$ cat src/rtl/fetch_unit_if.sv
// Fetch-stage bus: the instruction ROM port plus the decoder-facing IR and
// redirect request signals. The fetch unit is the master side.
interface fetch_unit_if #(
    parameter int PC_W   = 10,
    parameter int INST_W = 9,
    parameter int IDX_W  = 5
);
    logic [PC_W-1:0]   rom_addr;
    logic [INST_W-1:0] rom_data;
    logic [INST_W-1:0] instAddress;
    logic              inst_valid;
    logic [PC_W-1:0]   ProgCtr;
    logic              jump_en;
    logic              branch_en;
    logic [IDX_W-1:0]  target_idx;

    modport master (
        output rom_addr,
        output instAddress,
        output inst_valid,
        output ProgCtr,
        input  rom_data,
        input  jump_en,
        input  branch_en,
        input  target_idx
    );

    modport slave (
        input  rom_addr,
        input  instAddress,
        input  inst_valid,
        input  ProgCtr,
        output rom_data,
        output jump_en,
        output branch_en,
        output target_idx
    );
endinterface

$ cat src/rtl/fetch_unit.sv
// Instruction fetch stage: owns the PC, registers ROM words into the IR, takes
// LUT-targeted redirects from the decoder and sequences IDLE/RUN/HALT.
module fetch_unit #(
    parameter int                PC_W       = 10,
    parameter int                INST_W     = 9,
    parameter logic [PC_W-1:0]   START_ADDR = {PC_W{1'b0}},
    parameter int                LUT_DEPTH  = 32,
    parameter logic [INST_W-1:0] HALT_OP    = 9'h1FF
) (
    input  logic            Clk,
    input  logic            Reset,
    input  logic            Start,
    input  logic            Stall,
    input  logic            lut_we,
    input  logic [4:0]      lut_waddr,
    input  logic [PC_W-1:0] lut_wdata,
    fetch_unit_if.master    fu,
    output logic            Done,
    output logic [15:0]     cycle_count
);

    localparam int          IDX_W   = (LUT_DEPTH > 1) ? $clog2(LUT_DEPTH) : 1;
    localparam logic [15:0] CNT_MAX = 16'hFFFF;

    typedef enum logic [1:0] {
        ST_IDLE = 2'b00,
        ST_RUN  = 2'b01,
        ST_HALT = 2'b10
    } state_t;

    state_t            state_r;
    logic [PC_W-1:0]   pc_r;
    logic [PC_W-1:0]   prog_ctr_r;
    logic [INST_W-1:0] ir_r;
    logic              valid_r;
    logic              done_r;
    logic [15:0]       count_r;
    logic [PC_W-1:0]   lut_r [LUT_DEPTH];

    logic [PC_W-1:0]   lut_rd_s;
    logic              in_run_s;
    logic              halt_s;
    logic              redirect_s;
    logic              lut_wr_s;
    logic [15:0]       count_inc_s;

    function automatic logic [15:0] sat_inc(input logic [15:0] value);
        logic [15:0] result;
        if (value == CNT_MAX) begin
            result = value;
        end else begin
            result = value + 16'd1;
        end
        return result;
    endfunction

    function automatic logic idx_in_range(input logic [4:0] idx);
        return (32'(idx) < LUT_DEPTH);
    endfunction

    // Redirect target lookup; indices beyond the table fall back to entry 0.
    always_comb begin
        lut_rd_s = lut_r[0];
        if (idx_in_range(fu.target_idx)) begin
            lut_rd_s = lut_r[fu.target_idx[IDX_W-1:0]];
        end else begin
            lut_rd_s = lut_r[0];
        end
    end

    // Per-cycle control decisions; halt outranks a redirect on the same cycle.
    always_comb begin
        in_run_s    = (state_r == ST_RUN);
        halt_s      = in_run_s && valid_r && !Stall && (ir_r == HALT_OP);
        redirect_s  = in_run_s && valid_r && !Stall && (fu.jump_en || fu.branch_en) && !halt_s;
        lut_wr_s    = Reset && lut_we && !in_run_s && idx_in_range(lut_waddr);
        count_inc_s = sat_inc(count_r);
    end

    // Sequencer FSM together with PC, IR, valid, Done and run-cycle counter.
    always_ff @(posedge Clk) begin
        if (!Reset) begin
            state_r    <= ST_IDLE;
            pc_r       <= START_ADDR;
            ir_r       <= {INST_W{1'b0}};
            prog_ctr_r <= {PC_W{1'b0}};
            valid_r    <= 1'b0;
            done_r     <= 1'b0;
            count_r    <= 16'd0;
        end else begin
            case (state_r)
                ST_IDLE: begin
                    pc_r <= START_ADDR;
                    if (Start) begin
                        state_r <= ST_RUN;
                        count_r <= 16'd0;
                    end
                end
                ST_RUN: begin
                    count_r <= count_inc_s;
                    if (halt_s) begin
                        state_r <= ST_HALT;
                        done_r  <= 1'b1;
                        valid_r <= 1'b0;
                    end else if (redirect_s) begin
                        // The word fetched behind the redirecting instruction is dropped.
                        pc_r    <= lut_rd_s;
                        valid_r <= 1'b0;
                    end else if (!Stall) begin
                        ir_r       <= fu.rom_data;
                        prog_ctr_r <= pc_r;
                        valid_r    <= 1'b1;
                        pc_r       <= pc_r + PC_W'(1'b1);
                    end
                end
                ST_HALT: begin
                    if (Start) begin
                        state_r <= ST_RUN;
                        pc_r    <= START_ADDR;
                        count_r <= 16'd0;
                        done_r  <= 1'b0;
                    end
                end
                default: begin
                    state_r <= ST_IDLE;
                    pc_r    <= START_ADDR;
                    valid_r <= 1'b0;
                    done_r  <= 1'b0;
                    count_r <= 16'd0;
                end
            endcase
        end
    end

    // Jump-target table: not reset, writable only while the program is not running.
    always_ff @(posedge Clk) begin
        if (lut_wr_s) begin
            lut_r[lut_waddr[IDX_W-1:0]] <= lut_wdata;
        end
    end

    assign fu.rom_addr    = pc_r;
    assign fu.instAddress = ir_r;
    assign fu.inst_valid  = valid_r;
    assign fu.ProgCtr     = prog_ctr_r;
    assign Done           = done_r;
    assign cycle_count    = count_r;

endmodule
$ cat src/flat_wrapper.sv
// flat-port wrapper written by rule: the top's interface ports become plain ports
module fetch_unit_flat 
#(
    parameter int                PC_W       = 10,
    parameter int                INST_W     = 9,
    parameter logic [PC_W-1:0]   START_ADDR = {PC_W{1'b0}},
    parameter int                LUT_DEPTH  = 32,
    parameter logic [INST_W-1:0] HALT_OP    = 9'h1FF
)
  (Clk, Reset, Start, Stall, lut_we, lut_waddr, lut_wdata, Done, cycle_count, fu_rom_addr, fu_instAddress, fu_inst_valid, fu_ProgCtr, fu_rom_data, fu_jump_en, fu_branch_en, fu_target_idx);
  fetch_unit_if #(.PC_W(PC_W), .INST_W(INST_W)) fu_i ();
  input  logic Clk;
  input  logic Reset;
  input  logic Start;
  input  logic Stall;
  input  logic lut_we;
  input  logic [4:0] lut_waddr;
  input  logic [PC_W-1:0] lut_wdata;
  output logic Done;
  output logic [15:0] cycle_count;
  output wire logic [$bits(fu_i.rom_addr)-1:0] fu_rom_addr;
  output wire logic [$bits(fu_i.instAddress)-1:0] fu_instAddress;
  output wire logic [$bits(fu_i.inst_valid)-1:0] fu_inst_valid;
  output wire logic [$bits(fu_i.ProgCtr)-1:0] fu_ProgCtr;
  input wire logic [$bits(fu_i.rom_data)-1:0] fu_rom_data;
  input wire logic [$bits(fu_i.jump_en)-1:0] fu_jump_en;
  input wire logic [$bits(fu_i.branch_en)-1:0] fu_branch_en;
  input wire logic [$bits(fu_i.target_idx)-1:0] fu_target_idx;
  assign fu_rom_addr = fu_i.rom_addr;
  assign fu_instAddress = fu_i.instAddress;
  assign fu_inst_valid = fu_i.inst_valid;
  assign fu_ProgCtr = fu_i.ProgCtr;
  assign fu_i.rom_data = fu_rom_data;
  assign fu_i.jump_en = fu_jump_en;
  assign fu_i.branch_en = fu_branch_en;
  assign fu_i.target_idx = fu_target_idx;
  fetch_unit #(.PC_W(PC_W), .INST_W(INST_W), .START_ADDR(START_ADDR), .LUT_DEPTH(LUT_DEPTH), .HALT_OP(HALT_OP)) u_core (.Clk(Clk), .Reset(Reset), .Start(Start), .Stall(Stall), .lut_we(lut_we), .lut_waddr(lut_waddr), .lut_wdata(lut_wdata), .fu(fu_i), .Done(Done), .cycle_count(cycle_count));
endmodule
$ cat config.mk
export PLATFORM = sky130hd
export DESIGN_NAME = fetch_unit_flat
export DESIGN_NICKNAME = d
export VERILOG_FILES = /design/src/rtl/fetch_unit_if.sv /design/src/rtl/fetch_unit.sv /design/src/flat_wrapper.sv
export SDC_FILE = /design/constraint.sdc
export NUM_CORES = 1
export LEC_CHECK = 0
export ABC_AREA = 1
export CAP_MARGIN = 10
export CORE_ASPECT_RATIO = 1.75
export CORE_UTILIZATION = 54
export CTS_CLUSTER_SIZE = 10
export DETAILED_ROUTE_END_ITERATION = 12
export GPL_ROUTABILITY_DRIVEN = 0
export MAX_ROUTING_LAYER = met4
export PLACE_DENSITY = 0.76
export SETUP_SLACK_MARGIN = 0.02
export SYNTH_ARGS = -nofsm -noshare
export SYNTH_HDL_FRONTEND = slang
export SYNTH_SLANG_ARGS = --single-unit
$ cat constraint.sdc
create_clock -name Clk -period 2 [get_ports Clk]
set_input_delay 0.4 -clock Clk [delete_from_list [all_inputs] [get_ports Clk]]
set_output_delay 0.4 -clock Clk [all_outputs]
set_load 0.1 [all_outputs]
==> results of run 1 <==
## kinds of logic after synthesis
group / Yosys count / share of synthesized area, %
and+or+nand+nor: 858 / 24.45
buffers and inverters: 119 / 3.596
xor gates and xnor gates: 7 / 0.3996
DFF: 369 / 69.02
adders and majority gates: 2 / 0.1631
AOI/OAI and AO/OA: 71 / 2.373
## placed cells by master (no fill, tap or decap)
| cell | n |
|---|---|
| nand2_1 | 395 |
| nand3_1 | 336 |
| edfxtp_1 | 320 |
| buf_4 | 133 |
| nor2_1 | 93 |
| clkbuf_16 | 45 |
| a21oi_1 | 42 |
| inv_1 | 37 |
| clkdlybuf4s50_1 | 33 |
| dfxtp_1 | 24 |
| dfxtp_2 | 24 |
| o21ai_0 | 21 |
| buf_12 | 19 |
| clkbuf_1 | 15 |
| nand4_1 | 12 |
| nor3_1 | 10 |
| xor2_1 | 5 |
| o21ai_1 | 5 |
| nand2_2 | 4 |
| nor2_4 | 3 |
| xnor2_1 | 2 |
| clkinv_1 | 2 |
| inv_4 | 2 |
| ha_1 | 2 |
| buf_6 | 2 |
| nor4_1 | 1 |
| or2_2 | 1 |
| a211oi_1 | 1 |
| nand2_4 | 1 |
| nor3_2 | 1 |
| nor4_4 | 1 |
| inv_2 | 1 |
| o21ai_2 | 1 |
| o31ai_1 | 1 |
| inv_6 | 1 |
| clkbuf_8 | 1 |
| buf_2 | 1 |
| dfxtp_4 | 1 |
## critical path: cells and delay by family (launching register included)
family | cells | cell delay, ns
AND/OR/NAND/NOR | 4 | 0.54
buffers and inverters | 5 | 0.68
flip-flops | 1 | 0.36
## power by group through the flow
stage | clock network [mW] | registers, mW | logic (mW)
finish | 6.81 | 8.45 | 1.35
detailed placement | 0 | 8.60 | 1.33
floorplan | 0 | 8.81 | 0.543
global placement | 0 | 8.60 | 1.31
CTS | 6.90 | 8.45 | 1.34
global route | 7.19 | 8.45 | 1.44
## per-stage QoR
step | TNS (ns) | setup WS (ns) | utilization [%] | power [mW]
after detailed placement | -23.88 | -0.1482 | 61.44 | 9.932
after global routing | 0 | 0.02033 | 65.77 | 17.08
after floorplan | -4.330 | -0.01353 | - | 9.354
final | 0 | 0.1156 | 65.77 | 16.61
after global placement | -24.34 | -0.1395 | 61.44 | 9.913
after CTS | 0 | 0.09768 | 65.75 | 16.69
## cells in the mapped netlist, drive strengths merged
master	number
clkbuf	34
nor4	2
dfxtp	49
clkinv	2
nand3	336
nor2	96
nand2	400
xnor2	2
or2	1
o31ai	1
a21oi	42
nor3	11
nand4	12
o21ai	27
a211oi	1
ha	2
buf	43
edfxtp	320
inv	40
xor2	5
## metal layers
layer | vias to the layer above | routed length, µm | GRT usage, %
li1 | 5293 | - | -
met1 | 5468 | 13560 | 29.88
met2 | 551 | 21250 | 51.39
met3 | 151 | 2588 | 3.870
met4 | 0 | 2448 | 18.45
met5 | - | 0 | -
## path summary, 6_finish.rpt
check | cells after the start | slack, ns | end
max | 9 | 0.12 | u_core.lut_r[31][7]$_DFFE_PP_
min | 3 | 0.45 | u_core.fu.instAddress[7]$_SDFFE_PN0P_
min reg2reg | 2 | 0.49 | u_core.fu.ProgCtr[2]$_SDFFE_PN0P_
max reg2reg | 9 | 0.12 | u_core.lut_r[31][7]$_DFFE_PP_
## layout make-up
| type | instances | share of cell area [%] |
|---|---|---|
| Sequential cell | 369 | 57.75 |
| Multi-Input combinational cell | 938 | 22.84 |
| Timing Repair Buffer | 188 | 9.440 |
| Clock buffer | 61 | 6.502 |
| Tap cell | 373 | 2.537 |
| Inverter | 42 | 0.8841 |
| Clock inverter | 1 | 0.04761 |
## registers in the layout, summed over array words and instances, names as in the netlist
name                   count
u_core.fu.instAddress      9
u_core.fu.ProgCtr         10
u_core.fu.rom_addr        10
u_core.lut_r             320
u_core.Done                1
u_core.state_r             2
u_core.fu.inst_valid       1
u_core.cycle_count        16
==> run summary, run 1 <==
Sw frac - 22.36%
Flip-flop and latch area - 10620 µm²
Avg Cell Area, Syn - 10.76 µm²
Vias in the first global route - 11223
RSZ-0062 raised after global routing - false
H-tree levels - 2
Final hold slack - 0.4527 ns
Net Sw Power - 3.714 mW
Critical path class - reg -> reg
Drt first pass iters - 6
Final setup viols - 0
Crit path capture type - flop
Max Cap Violations - 0
Post-cts resize count - 0
Cell Rows - 81
Die Wd - 129.4 µm
Clk pwr share - 41.0%
Seq/Total Area, Yosys - 69.02%
Post-CTS Setup Inserts - 0
P_int - 12.90 mW
Clk root buf - clkbuf_16
Die Height - 225.0 µm
Initial Util - 54.86%
Core footprint - 27970 µm²
DR vias/cell - 5.813
Top post-synthesis cells by area - edfxtp_1, nand3_1, nand2_1
First-pass GRT wire length - 60.14 mm
CTS tree - built
Power Density - 903.0 nW/µm²
Pin count of the biggest net entering global routing - 65
Rel. slew slack - 68.12%
Die area - 29120 µm²
Initial DRC Count - 1238
Post-Route WL - 39.84 mm
Peak supply drop - 0.6905 mV
Worst-path fanout max - 8
Synth Cell Area - 15340 µm²
Cell count after placement - 1910
Gr usage total - 29.03%
CTS Buf Count - 43
Status - complete, no violations
Critical Path Start Type - flop
DRC Markers - 0
Non-filler instance count after layout - 1972
Combinational share of power - 8.1%
Tmin final - 1.884 ns
Synth Instances - 1426
WP data arrival - 2.13 ns
Slowest-stage cell, CP - dfxtp_1
CTS max path bufs - 3
Syn-to-layout area delta - 19.90%
Clock skew after layout - 0.01007 ns
Antenna-violating nets left - 0
I/O pin cnt - 83
Fin. Hold Viols - 0
Final #Nets - 1620
Yosys top cell by area - edfxtp_1
Leakage - 6.735 nW
Worst Max-Slew Pin Slew - 0.4783 ns
Ratio of cells with drive above 1 in the final layout - 15.13%
Most common cell on crit path - buf_4
Area occupied by multi-input gates - 4203 µm²
DR vias - 11463
Yosys Warn Count - 0
Fin area - 18400 µm²
Post-DP Area - 17190 µm²
Fill cells - 2131
DR WL/cell - 20.20 µm
Number of inserted diodes - 0
GR Overflow Total - 0
Yosys reg bits - 369
Setup crit start - u_core.state_r[1]$_SDFFE_PN0P_
R2R Path Start - u_core.state_r[1]$_SDFFE_PN0P_
Initial antenna violation count - 0
Clock latency on the worst-skew pair - 0.53 ns
Detailed Place HPWL - 26.10 mm
I/O Buffers - 82
Clock transition at path regs - 0.05 ns
Final worst-path cycle share - 94.22%
Type of the worst min-delay path - in -> reg
CP cell instances - inv_1 -> nand2_4 -> clkinv_1 -> nor2_1 -> buf_4 -> nand3_1 -> buf_4 -> nor2_1 -> buf_4
Clk sinks - 369
Max Clock Freq - 530.7 MHz
Synth unique cells - 32
CP peak stage delay - 0.36 ns
Syn_nets - 1464
WP data required - 2.25 ns
Reg power frac - 50.9%
Yosys top cell area share - 62.62%
Hold buffers post-CTS - 0
Hold_sp - fu_rom_data[7]
Final Max Slew Viols - 0
No activity file was read; power rests on OpenSTA's default activity.
==> inputs of run 2 (changes only) <==
--- a/config.mk
+++ b/config.mk
@@ -8,12 +8,11 @@
 export ABC_AREA = 1
 export CAP_MARGIN = 10
 export CORE_ASPECT_RATIO = 1.75
-export CORE_UTILIZATION = 54
+export CORE_UTILIZATION = 30
 export CTS_CLUSTER_SIZE = 10
 export DETAILED_ROUTE_END_ITERATION = 12
 export GPL_ROUTABILITY_DRIVEN = 0
 export MAX_ROUTING_LAYER = met4
-export PLACE_DENSITY = 0.76
 export SETUP_SLACK_MARGIN = 0.02
 export SYNTH_ARGS = -nofsm -noshare
 export SYNTH_HDL_FRONTEND = slang
==> run 2 against run 1 <==
  * Sequential cell count stayed put
  * Critical path depth increased by 1
  * Register-to-register slack improved by 0.03 ns
  * Maximum frequency rose by 1.7%
  * Clock-buffer cell count decreased by 8
  * Wire length is 8.1% higher
  * Critical path type unchanged
==> run summary, run 2 (synthesis gave the netlist of run 1 again) <==
Fin. Hold Viols - 0
Die area - 52090 µm²
Antenna-violating nets left - 0
Met2 Usage GRT - 31.33%
DR WL/cell - 18.99 µm
Detailed Place HPWL - 28.61 mm
Final Max Slew Viols - 0
DRC Markers - 0
Max reg flops - 320
Initial Util - 30.41%
Fin area - 18910 µm²
Final worst-path cycle share - 92.63%
Util after Layout - 37.48%
Non-filler instance count after layout - 2267
Crit path capture type - flop
I/O Buffers - 82
Net Sw Power - 3.982 mW
Peak supply drop - 0.4230 mV
WP data arrival - 2.27 ns
Cell Rows - 109
Leakage - 6.788 nW
Worst Max-Slew Pin Slew - 0.5611 ns
Commonest non-fill, non-tap cell in the layout - nand2_1
Combinational share of power - 8.4%
Number of inserted diodes - 0
Status - complete, no violations
Final #Nets - 1626
Post-Route WL - 43.06 mm
RSZ-0062 raised after global routing - false
Final hold slack - 0.4340 ns
I/O pin cnt - 83
Ratio of cells with drive above 1 in the final layout - 15.55%
GR Overflow Total - 0
Max Clock Freq - 539.8 MHz
CTS max path bufs - 3
Fill cells - 4827
Clock skew after layout - 0.03000 ns
Sw frac - 23.62%
Most frequent cells in the layout - nand2_1, nand3_1, edfxtp_1, buf_4, nor2_1
Met1 Usage GRT - 17.31%
Critical path class - reg -> reg
DR vias/cell - 4.885
Final setup viols - 0
Clk sinks - 369
Cell count after placement - 2196
Power Density - 891.4 nW/µm²
Rel. slew slack - 62.31%
Drt first pass iters - 5
CTS Buf Count - 43
Reg power frac - 50.1%
CTS tree - built
WP data required - 2.42 ns
Clock latency on the worst-skew pair - 0.55 ns
Die Wd - 173.0 µm
Core footprint - 50460 µm²
Post-DP Area - 17570 µm²
Vias in the first global route - 11098
Total power - 16.86 mW
First-pass GRT wire length - 65.49 mm
Met3 Usage GRT - 1.828%
Pin count of the biggest net entering global routing - 91
Gr usage total - 17.02%
H-tree levels - 2
P_int - 12.88 mW
DR vias - 11075
Busiest grt layer - met2
Die Height - 301.2 µm
Initial antenna violation count - 0
Initial DRC Count - 801
Clk pwr share - 41.5%
Place WS - -0.2343 ns
Syn-to-layout area delta - 23.24%
Type of the worst min-delay path - in -> reg
Clock transition at path regs - 0.06 ns
Max Cap Violations - 0
Clk root buf - clkbuf_16
Setup TNS - 0 ns
Critical Path Start Type - flop
Setup slack after layout - 0.1474 ns
Worst-path fanout max - 7
Tmin final - 1.853 ns
## run 2: critical path, cell delays in order, from the launching register on
cell and delay, ns:
dfxtp_4 0.38, ha_1 0.21, nand3_1 0.16, nor4_4 0.25, nand4_1 0.13, buf_4 0.18
nand2_2 0.14, buf_4 0.14, o21ai_0 0.06, nand2_1 0.06, nor2_1 0.03
## run 2: what timing repair did
item | 4_1_cts | 5_1_grt
setup buffers | 0 | 12
hold buffers | 0 | 0
pin swaps | 0 | 2
endpoints found under the setup margin | 3 | 313
gates resized for setup | 1 | 4
cloned | 0 | 1
## run 2: worst paths after layout
check | from | endpoint | slack (ns) | cells past startpoint
worst min register to register | u_core.cycle_count[14]$_SDFFE_PN0P_ | u_core.cycle_count[14]$_SDFFE_PN0P_ | 0.48 | 2
worst min-delay path | fu_rom_data[0] | u_core.fu.instAddress[0]$_SDFFE_PN0P_ | 0.43 | 3
worst max-delay path | u_core.cycle_count[0]$_SDFFE_PN0P_ | u_core.cycle_count[6]$_SDFFE_PN0P_ | 0.15 | 10
worst max register to register | u_core.cycle_count[0]$_SDFFE_PN0P_ | u_core.cycle_count[6]$_SDFFE_PN0P_ | 0.15 | 10
## run 2: layout make-up
class	instances	area [µm²]	share of cell area (%)
Sequential cell	369	10620	56.18
Multi-Input combinational cell	939	4214	22.28
Timing Repair Buffer	193	1857	9.819
Tap cell	666	833.3	4.407
Inverter	42	162.7	0.8601
Clock buffer	53	1114	5.889
Clock inverter	5	106.4	0.5624
## run 2: power by group through the flow
stage | Sequential, mW | Combinational [mW] | Clock (mW)
after global placement | 8.60 | 1.38 | 0
after detailed placement | 8.61 | 1.39 | 0
after CTS | 8.45 | 1.39 | 7.14
final | 8.45 | 1.41 | 6.99
after floorplan | 8.81 | 0.543 | 0
after global routing | 8.45 | 1.51 | 7.39
## run 2: routing by layer
metal / part of all wire, % / up-vias
met5: 0 / -
met4: 6.3 / 0
met3: 4.5 / 134
met2: 53 / 386
met1: 36 / 5266
li1: - / 5289
==> inputs of run 3 (changes only) <==
--- a/config.mk
+++ b/config.mk
@@ -9,6 +9,7 @@
 export CAP_MARGIN = 10
 export CORE_ASPECT_RATIO = 1.75
 export CORE_UTILIZATION = 30
+export CTS_CLUSTER_DIAMETER = 50
 export CTS_CLUSTER_SIZE = 10
 export DETAILED_ROUTE_END_ITERATION = 12
 export GPL_ROUTABILITY_DRIVEN = 0
==> run 3 against run 2 <==
  * Highest routed layer unchanged
  * Worst setup slack better by 0.0017 ns
  * Sequential share of layout area is 0.16 points higher
  * Cell count is 0.31% lower
  * Critical endpoint is now u_core.cycle_count[13]$_SDFFE_PN0P_
==> run summary, run 3 (synthesis gave the netlist of run 1 again) <==
Ratio of cells with drive above 1 in the final layout - 15.50%
Commonest non-fill, non-tap cell in the layout - nand2_1
Vias in the first global route - 11103
Cell count after placement - 2196
Fill cells - 4837
Hold buffers post-CTS - 0
Critical Path Start Type - flop
Clock latency on the worst-skew pair - 0.56 ns
I/O pin cnt - 83
RSZ-0062 raised after global routing - false
WP data required - 2.42 ns
H-tree levels - 2
WP data arrival - 2.27 ns
Total power - 16.71 mW
Rel. slew slack - 64.79%
Clk root buf - clkbuf_16
DR vias - 11085
Cell Rows - 109
Flop2flop setup slack - 0.15 ns
Crit path capture type - flop
DRC Markers - 0
Worst Max-Slew Pin Slew - 0.5241 ns
Largest delay contributor family on the critical path - simple AND/OR/NAND/NOR gates
Setup slack after layout - 0.1491 ns
Number of inserted diodes - 0
Die Wd - 173.0 µm
Final worst-path cycle share - 92.55%
Final Max Slew Viols - 0
Final #Nets - 1623
Gr usage total - 17.01%
Fin. Hold Viols - 0
Most frequent cells in the layout - nand2_1, nand3_1, edfxtp_1, buf_4, nor2_1
Final setup viols - 0
Critical path class - reg -> reg
Die Height - 301.2 µm
Peak supply drop - 0.4306 mV
Place WS - -0.2343 ns
Status - complete, no violations
Detailed Place HPWL - 28.61 mm
Die area - 52090 µm²
Non-filler instance count after layout - 2260
Type of the worst min-delay path - in -> reg
Max Clock Freq - 540.3 MHz
DR vias/cell - 4.905
CP peak stage delay - 0.39 ns
GR Overflow Total - 0
Antenna-violating nets left - 0
Tmin final - 1.851 ns
Power Density - 886.3 nW/µm²
Slowest-stage cell, CP - dfxtp_4
Initial Util - 30.41%
First-pass GRT wire length - 65.36 mm
CP Buf/Inv Count - 2
Post-Route WL - 43.04 mm
CTS tree - built
Clock transition at path regs - 0.06 ns
Clk sinks - 369
Pin count of the biggest net entering global routing - 91
Initial DRC Count - 840
Initial antenna violation count - 0
Worst-path fanout max - 7
Util after Layout - 37.37%
Syn-to-layout area delta - 22.90%
Max Cap Violations - 0
Leakage - 6.764 nW
CTS max path bufs - 3
Drt first pass iters - 5
Fin area - 18860 µm²
Max reg flops - 320
Final hold slack - 0.4265 ns
Post-DP Area - 17570 µm²
CP cell instances - ha_1 -> nand3_1 -> nor4_4 -> nand4_1 -> buf_4 -> nand2_4 -> buf_4 -> nor2_1 -> a21oi_1 -> nor2_1
Clock skew after layout - 0.03549 ns
DR WL/cell - 19.04 µm
I/O Buffers - 82
Core footprint - 50460 µm²
CTS Buf Count - 43
Setup TNS - 0 ns
==> run 3: layer usage <==
metal | global-route usage (%) | vias to the layer above | part of all wire [%]
met3 | 1.853 | 137 | 4.8
li1 | - | 5277 | -
met2 | 31.26 | 407 | 53
met1 | 17.23 | 5264 | 36
met5 | - | - | 0
met4 | 10.49 | 0 | 6.5
==> run 3: power breakdown <==
group	internal (mW)	total, mW	leakage, nW	switching [mW]
Clock	3.91	6.85	0.574	2.95
Sequential	8.42	8.45	3.29	0.0338
Combinational	0.418	1.41	2.90	0.991
Total	12.7	16.7	6.76	3.97
==> run 3: final cells by class <==
cell class	instances	area [µm²]	share of cell area (%)
Clock buffer	49	1109	5.878
Clock inverter	5	81.33	0.4313
Inverter	42	162.7	0.8625
Multi-Input combinational cell	939	4214	22.35
Sequential cell	369	10620	56.34
Tap cell	666	833.3	4.419
Timing Repair Buffer	190	1834	9.727
==> run 3: repair_timing <==
action                                  CTS  global route
buffers inserted                          0             9
resized for setup                         1             4
cloned                                    0             1
pin swaps                                 0             2
endpoints found under the setup margin    1           327
==> run 3: path summary, 6_finish.rpt <==
path,startpoint,endpoint,cells past startpoint
max,u_core.cycle_count[0]$_SDFFE_PN0P_,u_core.cycle_count[13]$_SDFFE_PN0P_,10
max reg2reg,u_core.cycle_count[0]$_SDFFE_PN0P_,u_core.cycle_count[13]$_SDFFE_PN0P_,10
min,fu_rom_data[0],u_core.fu.instAddress[0]$_SDFFE_PN0P_,3
min reg2reg,u_core.cycle_count[14]$_SDFFE_PN0P_,u_core.cycle_count[14]$_SDFFE_PN0P_,2
==> run 3: worst min-delay path, stage by stage <==
cell and delay [ns]:
clkdlybuf4s50_1 0.40, nor2_1 0.10, nor2_1 0.05
